===== src/rtl/branch_pred_pkg.sv =====
// rtl/branch_pred_pkg.sv - shared types and counter policy for the branch predictor
// Purpose: 2-bit counter states, BTB entry kinds and the saturating counter update.
// Ports: none (package).
package branch_pred_pkg;

  typedef enum logic [1:0] {
    SNT = 2'd0,
    WNT = 2'd1,
    WT  = 2'd2,
    ST  = 2'd3
  } ctr_t;

  typedef enum logic [1:0] {
    K_BR   = 2'd0,
    K_JAL  = 2'd1,
    K_JALR = 2'd2
  } kind_t;

  // Step the counter toward taken/not-taken, holding at ST and SNT.
  function automatic ctr_t sat_update(input ctr_t c, input logic taken);
    ctr_t n;
    n = c;
    case (c)
      SNT: n = taken ? WNT : SNT;
      WNT: n = taken ? WT  : SNT;
      WT:  n = taken ? ST  : WNT;
      ST:  n = taken ? ST  : WT;
      default: n = WNT;
    endcase
    return n;
  endfunction

endpackage


===== src/rtl/bp_btb_table.sv =====
// rtl/bp_btb_table.sv - direct-mapped BTB storage array
// Purpose: holds valid/tag/kind/target/ctr per entry.
// Ports:
//   clk, reset         clock and async active-low reset
//   rd_idx -> rd_*     combinational read for the IF lookup
//   chk_idx -> chk_*   combinational read of the entry being resolved in EX
//   wr_en, wr_idx, wr_* registered write of a full entry
import branch_pred_pkg::*;

module bp_btb_table #(
  parameter int DEPTH = 16,
  parameter int TAG_W = 3,
  parameter int PC_W  = 9,
  localparam int IDX_W = $clog2(DEPTH)
) (
  input  logic             clk,
  input  logic             reset,
  input  logic [IDX_W-1:0] rd_idx,
  output logic             rd_valid,
  output logic [TAG_W-1:0] rd_tag,
  output kind_t            rd_kind,
  output logic [PC_W-1:0]  rd_target,
  output ctr_t             rd_ctr,
  input  logic [IDX_W-1:0] chk_idx,
  output logic             chk_valid,
  output logic [TAG_W-1:0] chk_tag,
  output kind_t            chk_kind,
  output logic [PC_W-1:0]  chk_target,
  output ctr_t             chk_ctr,
  input  logic             wr_en,
  input  logic [IDX_W-1:0] wr_idx,
  input  logic             wr_valid,
  input  logic [TAG_W-1:0] wr_tag,
  input  kind_t            wr_kind,
  input  logic [PC_W-1:0]  wr_target,
  input  ctr_t             wr_ctr
);

  logic             valid_q  [DEPTH];
  logic [TAG_W-1:0] tag_q    [DEPTH];
  kind_t            kind_q   [DEPTH];
  logic [PC_W-1:0]  target_q [DEPTH];
  ctr_t             ctr_q    [DEPTH];

  always_ff @(posedge clk or negedge reset) begin
    if (!reset) begin
      for (int i = 0; i < DEPTH; i++) begin
        valid_q[i]  <= 1'b0;
        tag_q[i]    <= '0;
        kind_q[i]   <= K_BR;
        target_q[i] <= '0;
        ctr_q[i]    <= WNT;
      end
    end else if (wr_en) begin
      valid_q[wr_idx]  <= wr_valid;
      tag_q[wr_idx]    <= wr_tag;
      kind_q[wr_idx]   <= wr_kind;
      target_q[wr_idx] <= wr_target;
      ctr_q[wr_idx]    <= wr_ctr;
    end
  end

  // Reads see registered contents only: a same-cycle write is not bypassed.
  assign rd_valid   = valid_q[rd_idx];
  assign rd_tag     = tag_q[rd_idx];
  assign rd_kind    = kind_q[rd_idx];
  assign rd_target  = target_q[rd_idx];
  assign rd_ctr     = ctr_q[rd_idx];

  assign chk_valid  = valid_q[chk_idx];
  assign chk_tag    = tag_q[chk_idx];
  assign chk_kind   = kind_q[chk_idx];
  assign chk_target = target_q[chk_idx];
  assign chk_ctr    = ctr_q[chk_idx];

endmodule


===== src/rtl/branch_predict_unit.sv =====
// rtl/branch_predict_unit.sv - EX branch resolver with BTB prediction in IF
// Purpose: predicts taken/target for the fetch PC, resolves branches/jumps in EX,
//          flags mispredicts with a redirect PC, trains the BTB, counts mispredicts.
// Ports:
//   clk, reset                 clock and async active-low reset
//   if_valid, if_pc            IF lookup request -> pred_taken, pred_target
//   ex_*                       EX instruction and the prediction piped from IF
//   pc_imm, pc_four            ex_pc+imm, ex_pc+4 (32-bit wrap)
//   act_taken, act_target      resolved outcome
//   mispredict, redirect_pc    redirect request to PC mux / flush
//   mispredict_cnt             saturating mispredict count
import branch_pred_pkg::*;

module branch_predict_unit #(
  parameter int PC_W      = 9,
  parameter int BTB_DEPTH = 16,
  parameter int CNT_W     = 16
) (
  input  logic             clk,
  input  logic             reset,
  input  logic             if_valid,
  input  logic [PC_W-1:0]  if_pc,
  output logic             pred_taken,
  output logic [PC_W-1:0]  pred_target,
  input  logic             ex_valid,
  input  logic [PC_W-1:0]  ex_pc,
  input  logic [31:0]      ex_imm,
  input  logic             ex_branch,
  input  logic             ex_jmp_sel,
  input  logic [1:0]       ex_aluop,
  input  logic [31:0]      ex_alu_result,
  input  logic             ex_pred_taken,
  input  logic [PC_W-1:0]  ex_pred_target,
  output logic [31:0]      pc_imm,
  output logic [31:0]      pc_four,
  output logic             act_taken,
  output logic [31:0]      act_target,
  output logic             mispredict,
  output logic [31:0]      redirect_pc,
  output logic [CNT_W-1:0] mispredict_cnt
);

  localparam int IDX_W = $clog2(BTB_DEPTH);
  localparam int TAG_W = PC_W - IDX_W - 2;

  generate
    if (PC_W <= IDX_W + 2) begin : g_bad_pc_w
      $error("branch_predict_unit: PC_W must exceed IDX_W+2");
    end
    if (BTB_DEPTH < 2 || BTB_DEPTH > 256 || (1 << IDX_W) != BTB_DEPTH) begin : g_bad_depth
      $error("branch_predict_unit: BTB_DEPTH must be a power of two in 2..256");
    end
  endgenerate

  logic [IDX_W-1:0] if_idx, ex_idx;
  logic [TAG_W-1:0] if_tag, ex_tag;

  assign if_idx = if_pc[IDX_W+1:2];
  assign if_tag = if_pc[PC_W-1:IDX_W+2];
  assign ex_idx = ex_pc[IDX_W+1:2];
  assign ex_tag = ex_pc[PC_W-1:IDX_W+2];

  logic             rd_valid, chk_valid;
  logic [TAG_W-1:0] rd_tag, chk_tag;
  kind_t            rd_kind, chk_kind;
  logic [PC_W-1:0]  rd_target, chk_target;
  ctr_t             rd_ctr, chk_ctr;

  logic             wr_en, wr_valid;
  kind_t            wr_kind;
  logic [PC_W-1:0]  wr_target;
  ctr_t             wr_ctr;

  bp_btb_table #(
    .DEPTH (BTB_DEPTH),
    .TAG_W (TAG_W),
    .PC_W  (PC_W)
  ) u_table (
    .clk        (clk),
    .reset      (reset),
    .rd_idx     (if_idx),
    .rd_valid   (rd_valid),
    .rd_tag     (rd_tag),
    .rd_kind    (rd_kind),
    .rd_target  (rd_target),
    .rd_ctr     (rd_ctr),
    .chk_idx    (ex_idx),
    .chk_valid  (chk_valid),
    .chk_tag    (chk_tag),
    .chk_kind   (chk_kind),
    .chk_target (chk_target),
    .chk_ctr    (chk_ctr),
    .wr_en      (wr_en),
    .wr_idx     (ex_idx),
    .wr_valid   (wr_valid),
    .wr_tag     (ex_tag),
    .wr_kind    (wr_kind),
    .wr_target  (wr_target),
    .wr_ctr     (wr_ctr)
  );

  // IF lookup: jumps are always predicted taken; branches follow ctr[1].
  logic if_hit;
  assign if_hit      = if_valid & rd_valid & (rd_tag == if_tag);
  assign pred_taken  = if_hit & ((rd_kind != K_BR) | rd_ctr[1]);
  assign pred_target = if_hit ? rd_target : '0;

  // EX resolution
  logic [31:0] ex_pc_ext;
  logic        is_jalr;
  assign ex_pc_ext  = {{(32-PC_W){1'b0}}, ex_pc};
  assign pc_imm     = ex_pc_ext + ex_imm;
  assign pc_four    = ex_pc_ext + 32'd4;
  assign is_jalr    = ex_jmp_sel & (ex_aluop == 2'b00);
  assign act_taken  = ex_valid & ((ex_branch & ex_alu_result[0]) | ex_jmp_sel);
  assign act_target = is_jalr ? ex_alu_result : pc_imm;

  assign mispredict  = ex_valid & ((act_taken != ex_pred_taken) |
                       (act_taken & ex_pred_taken & (act_target[PC_W-1:0] != ex_pred_target)));
  assign redirect_pc = act_taken ? act_target : pc_four;

  // Training. A valid non-control instruction that was predicted taken means
  // the IF lookup aliased onto this PC; drop the entry if it is ours.
  logic ex_hit, is_ctrl, alias_clear;
  assign ex_hit      = chk_valid & (chk_tag == ex_tag);
  assign is_ctrl     = ex_branch | ex_jmp_sel;
  assign alias_clear = ex_valid & ~is_ctrl & ex_pred_taken & ex_hit;

  always_comb begin
    wr_en     = 1'b0;
    wr_valid  = 1'b0;
    wr_kind   = chk_kind;
    wr_target = chk_target;
    wr_ctr    = chk_ctr;
    if (ex_valid & is_ctrl) begin
      wr_en     = 1'b1;
      wr_valid  = 1'b1;
      wr_kind   = ex_jmp_sel ? (is_jalr ? K_JALR : K_JAL) : K_BR;
      wr_target = act_target[PC_W-1:0];
      if (ex_jmp_sel)
        wr_ctr = ST;
      else if (ex_hit)
        wr_ctr = sat_update(chk_ctr, act_taken);
      else
        wr_ctr = act_taken ? WT : WNT;
    end else if (alias_clear) begin
      wr_en    = 1'b1;
      wr_valid = 1'b0;
    end
  end

  always_ff @(posedge clk or negedge reset) begin
    if (!reset)
      mispredict_cnt <= '0;
    else if (mispredict && (mispredict_cnt != {CNT_W{1'b1}}))
      mispredict_cnt <= mispredict_cnt + 1'b1;
  end

  // Low PC bits are always zero for word-aligned fetch.
  logic unused_pc_lsbs;
  assign unused_pc_lsbs = &{1'b0, if_pc[1:0], ex_pc[1:0]};

endmodule

===== config.mk =====
export PLATFORM = sky130hd
export DESIGN_NAME = branch_predict_unit
export DESIGN_NICKNAME = d
export VERILOG_FILES = /design/src/rtl/branch_pred_pkg.sv /design/src/rtl/bp_btb_table.sv /design/src/rtl/branch_predict_unit.sv
export SDC_FILE = /design/constraint.sdc
export NUM_CORES = 1
export LEC_CHECK = 0
export BUFFER_PORTS_ARGS = -buffer_cell sky130_fd_sc_hd__buf_2
export CAP_MARGIN = 25
export CELL_PAD_IN_SITES_DETAIL_PLACEMENT = 2
export CELL_PAD_IN_SITES_GLOBAL_PLACEMENT = 2
export CORE_MARGIN = 10
export CORE_UTILIZATION = 43
export DETAILED_ROUTE_END_ITERATION = 7
export PLACE_DENSITY_LB_ADDON = 0.1
export SKIP_LAST_GASP = 1
export SYNTH_ARGS = -nofsm -noshare
export SYNTH_HDL_FRONTEND = slang
export SYNTH_HIERARCHICAL = 1
export SYNTH_SLANG_ARGS = --single-unit

===== constraint.sdc =====
create_clock -name clk -period 5.9 [get_ports clk]
set_clock_uncertainty 0.2 [all_clocks]
set_input_delay 0.295 -clock clk [delete_from_list [all_inputs] [get_ports clk]]
set_output_delay 0.295 -clock clk [all_outputs]
set_load 0.05 [all_outputs]

==> impl_metrics.env <==
export IMPL_synth_area_mm2=0.0174
export IMPL_timing_hold_ws_ns=0.0392
export IMPL_hold_violations=0
export IMPL_layout_drive_gt1_share_pct=50.5
export IMPL_end_kind="output port"
export IMPL_post_cts_setup_buffers=0
export IMPL_cp_cell_sequence="buf_4 -> buf_4 -> ha_1 -> nor2_1 -> a211oi_1 -> nor4_1 -> o31ai_1 -> o2111ai_1 -> nor4_4 -> buf_4 -> nor2_1 -> buf_2"
export IMPL_vias=12800
export IMPL_floorplan_initialDensity_pct=43.6
export IMPL_rows=73
export IMPL_drcViolationCount=0
export IMPL_final_max_slew_viol_count=0
export IMPL_place_area_mm2=0.0190
export IMPL_min_period_ns=4.79
export IMPL_grt_ovfl_total=0
export IMPL_cpMaxStageDelayCell="a211oi_1"
export IMPL_syn_area_per_cell_um2=12.9
export IMPL_fillers=3922
export IMPL_cts_tree="yes"
export IMPL_cap_violations=0
export IMPL_fin_crit_sh_pct=81.2
export IMPL_clkSinkCount=288
export IMPL_cts_root_buf="clkbuf_16"
export IMPL_dieArea_mm2=0.0488
export IMPL_multi_input_comb_area_mm2=0.00949
export IMPL_synthToLayoutAreaGrowth_pct=16.1
export IMPL_critical_path_max_stage_delay_ns=0.67
export IMPL_drt_pass1_iter_count=5
export IMPL_routed_wl_um=64200
export IMPL_io_buffers=231
export IMPL_tightest_slew_ns=1.07
export IMPL_vias_per_cell=6.07
export IMPL_required_ns=5.41
export IMPL_grt_pass1_vias=14400
export IMPL_antenna_found_initial=2
export IMPL_grt_pass1_wl_um=96800
export IMPL_ys_warn_count=6
export IMPL_stdcell_count=2107
export IMPL_p_leak_nw=9.19
export IMPL_dpl_hpwl_um=42700
export IMPL_setup_tns_ns=0
export IMPL_clockBufferDepth=3
export IMPL_routabilityCongestion=0.807
export IMPL_rsz0062_at_grt="no"
export IMPL_worst_slack_ns=1.11
export IMPL_regArea_mm2=0.00723
export IMPL_start_kind="primary input"
export IMPL_cts_buffers=34
export IMPL_grt_max_degree=187
export IMPL_synthCells=1346
export IMPL_status="finished clean"
export IMPL_insertion_delay_ns=0.55
export IMPL_min_path_type="primary input to register"
export IMPL_ant_nets=0
export IMPL_cpLargestDelayFamily="buffers and inverters"
export IMPL_crit_type="primary input to output port"
export IMPL_post_drt_wl_per_cell_um=30.5
export IMPL_dieWidth_um=221
export IMPL_pre_cts_ws_ns=1.07
export IMPL_grt_usage_pct=25.7
export IMPL_dpl_cell_count=2046
export IMPL_worstPathMaxFanout=45
export IMPL_io_pins=256
export IMPL_ir_drop_uv=277
export IMPL_fin_area_mm2=0.0201
export IMPL_power_density_mw_per_mm2=350
export IMPL_fmaxAchievable_mhz=209
export IMPL_cts_htree_levels=2
export IMPL_coreArea_mm2=0.0398
export IMPL_worstPathArrival_ns=4.29
export IMPL_final_nets=1672
export IMPL_drt_iter0_markers=773
export IMPL_crit_buf_inv=4
export IMPL_critPathMostFrequentCell="buf_4"
export IMPL_die_y_um=221
export IMPL_setup_viol=0
export IMPL_clk_pin_slew_ns=0.06
export IMPL_maxSlewHeadroom_pct=28.8
==> area by class of cell <==
| class | count | share of cell area (%) |
|---|---|---|
| antenna | 1 | 0.0124 |
| clock buffer | 54 | 5.15 |
| clock inverter | 4 | 0.118 |
| inverter | 22 | 0.410 |
| multi-input combinational | 930 | 47.1 |
| sequential | 288 | 35.9 |
| tap | 525 | 3.26 |
| timing repair buffer | 283 | 8.10 |
==> state kept, by name (all words and copies together) (netlist names) <==
| signal | count |
|---|---|
| mispredict_cnt | 16 |
| u_table/tag_q | 48 |
| u_table/valid_q | 16 |
| u_table/ctr_q | 32 |
| u_table/target_q | 144 |
| u_table/kind_q | 32 |
==> cell usage in the layout (no fill, tap or decap), types with 13 or more instances in the layout <==
| cell type | count |
|---|---|
| a21oi_1 | 13 |
| a22oi_1 | 66 |
| and2_1 | 22 |
| buf_2 | 227 |
| buf_4 | 49 |
| clkbuf_16 | 35 |
| conb_1 | 22 |
| dfrtp_1 | 272 |
| dfstp_2 | 16 |
| inv_1 | 22 |
| mux2_2 | 282 |
| mux4_2 | 132 |
| nand2_1 | 74 |
| nand3_1 | 18 |
| nor2_1 | 60 |
| nor3_1 | 17 |
| o21ai_0 | 25 |
| xnor2_1 | 40 |
| xor2_1 | 24 |
==> worst min-delay path, cell delays in order <==
cell     delay (ns)
buf_2          0.17
nand2_1        0.07
a21oi_1        0.04
o32a_1         0.16
==> routing by layer <==
| layer | track usage, % | vias to the layer above | routed length, um |
|---|---|---|---|
| li1 | - | 5442 | - |
| met1 | 31.3 | 6872 | 25700 |
| met3 | 3.66 | 105 | 2830 |
| met5 | 0 | - | 0 |
| met4 | 8.06 | 0 | 1680 |
| met2 | 46.1 | 378 | 34000 |
==> timing repair <==
action,4_1_cts,5_1_grt
gates resized for setup,0,0
endpoints found under the hold margin,46,0
hold buffers,1,0
==> power breakdown <==
group,switching (mW),internal [mW]
Sequential,0.383,2.47
Combinational,1.16,0.976
Clock,0.851,1.20
==> through the flow <==
stage,power (mW),utilization (%)
after global placement,4.82,47.8
final,7.05,50.6
after global routing,7.39,50.6
after detailed placement,4.97,47.8
after CTS,7.10,50.5
after floorplan,4.31,-
==> worst paths after layout <==
path | from | endpoint | slack (ns) | cells past startpoint
setup reg to reg | u_table/tag_q[24]$_DFFE_PN0P_ | u_table/tag_q[20]$_DFFE_PN0P_ | 1.39 | 10
setup / recovery | ex_pc[3] | mispredict | 1.11 | 12
min in group asynchronous | reset | u_table/target_q[26]$_DFFE_PN0P_ | 0.05 | 2
hold / removal | ex_valid | mispredict_cnt[12]$_DFFE_PN0P_ | 0.04 | 4
hold reg to reg | mispredict_cnt[10]$_DFFE_PN0P_ | mispredict_cnt[10]$_DFFE_PN0P_ | 0.30 | 1
max in group asynchronous | reset | u_table/target_q[94]$_DFFE_PN0P_ | 4.05 | 3
(Power assumes the default switching activity.)
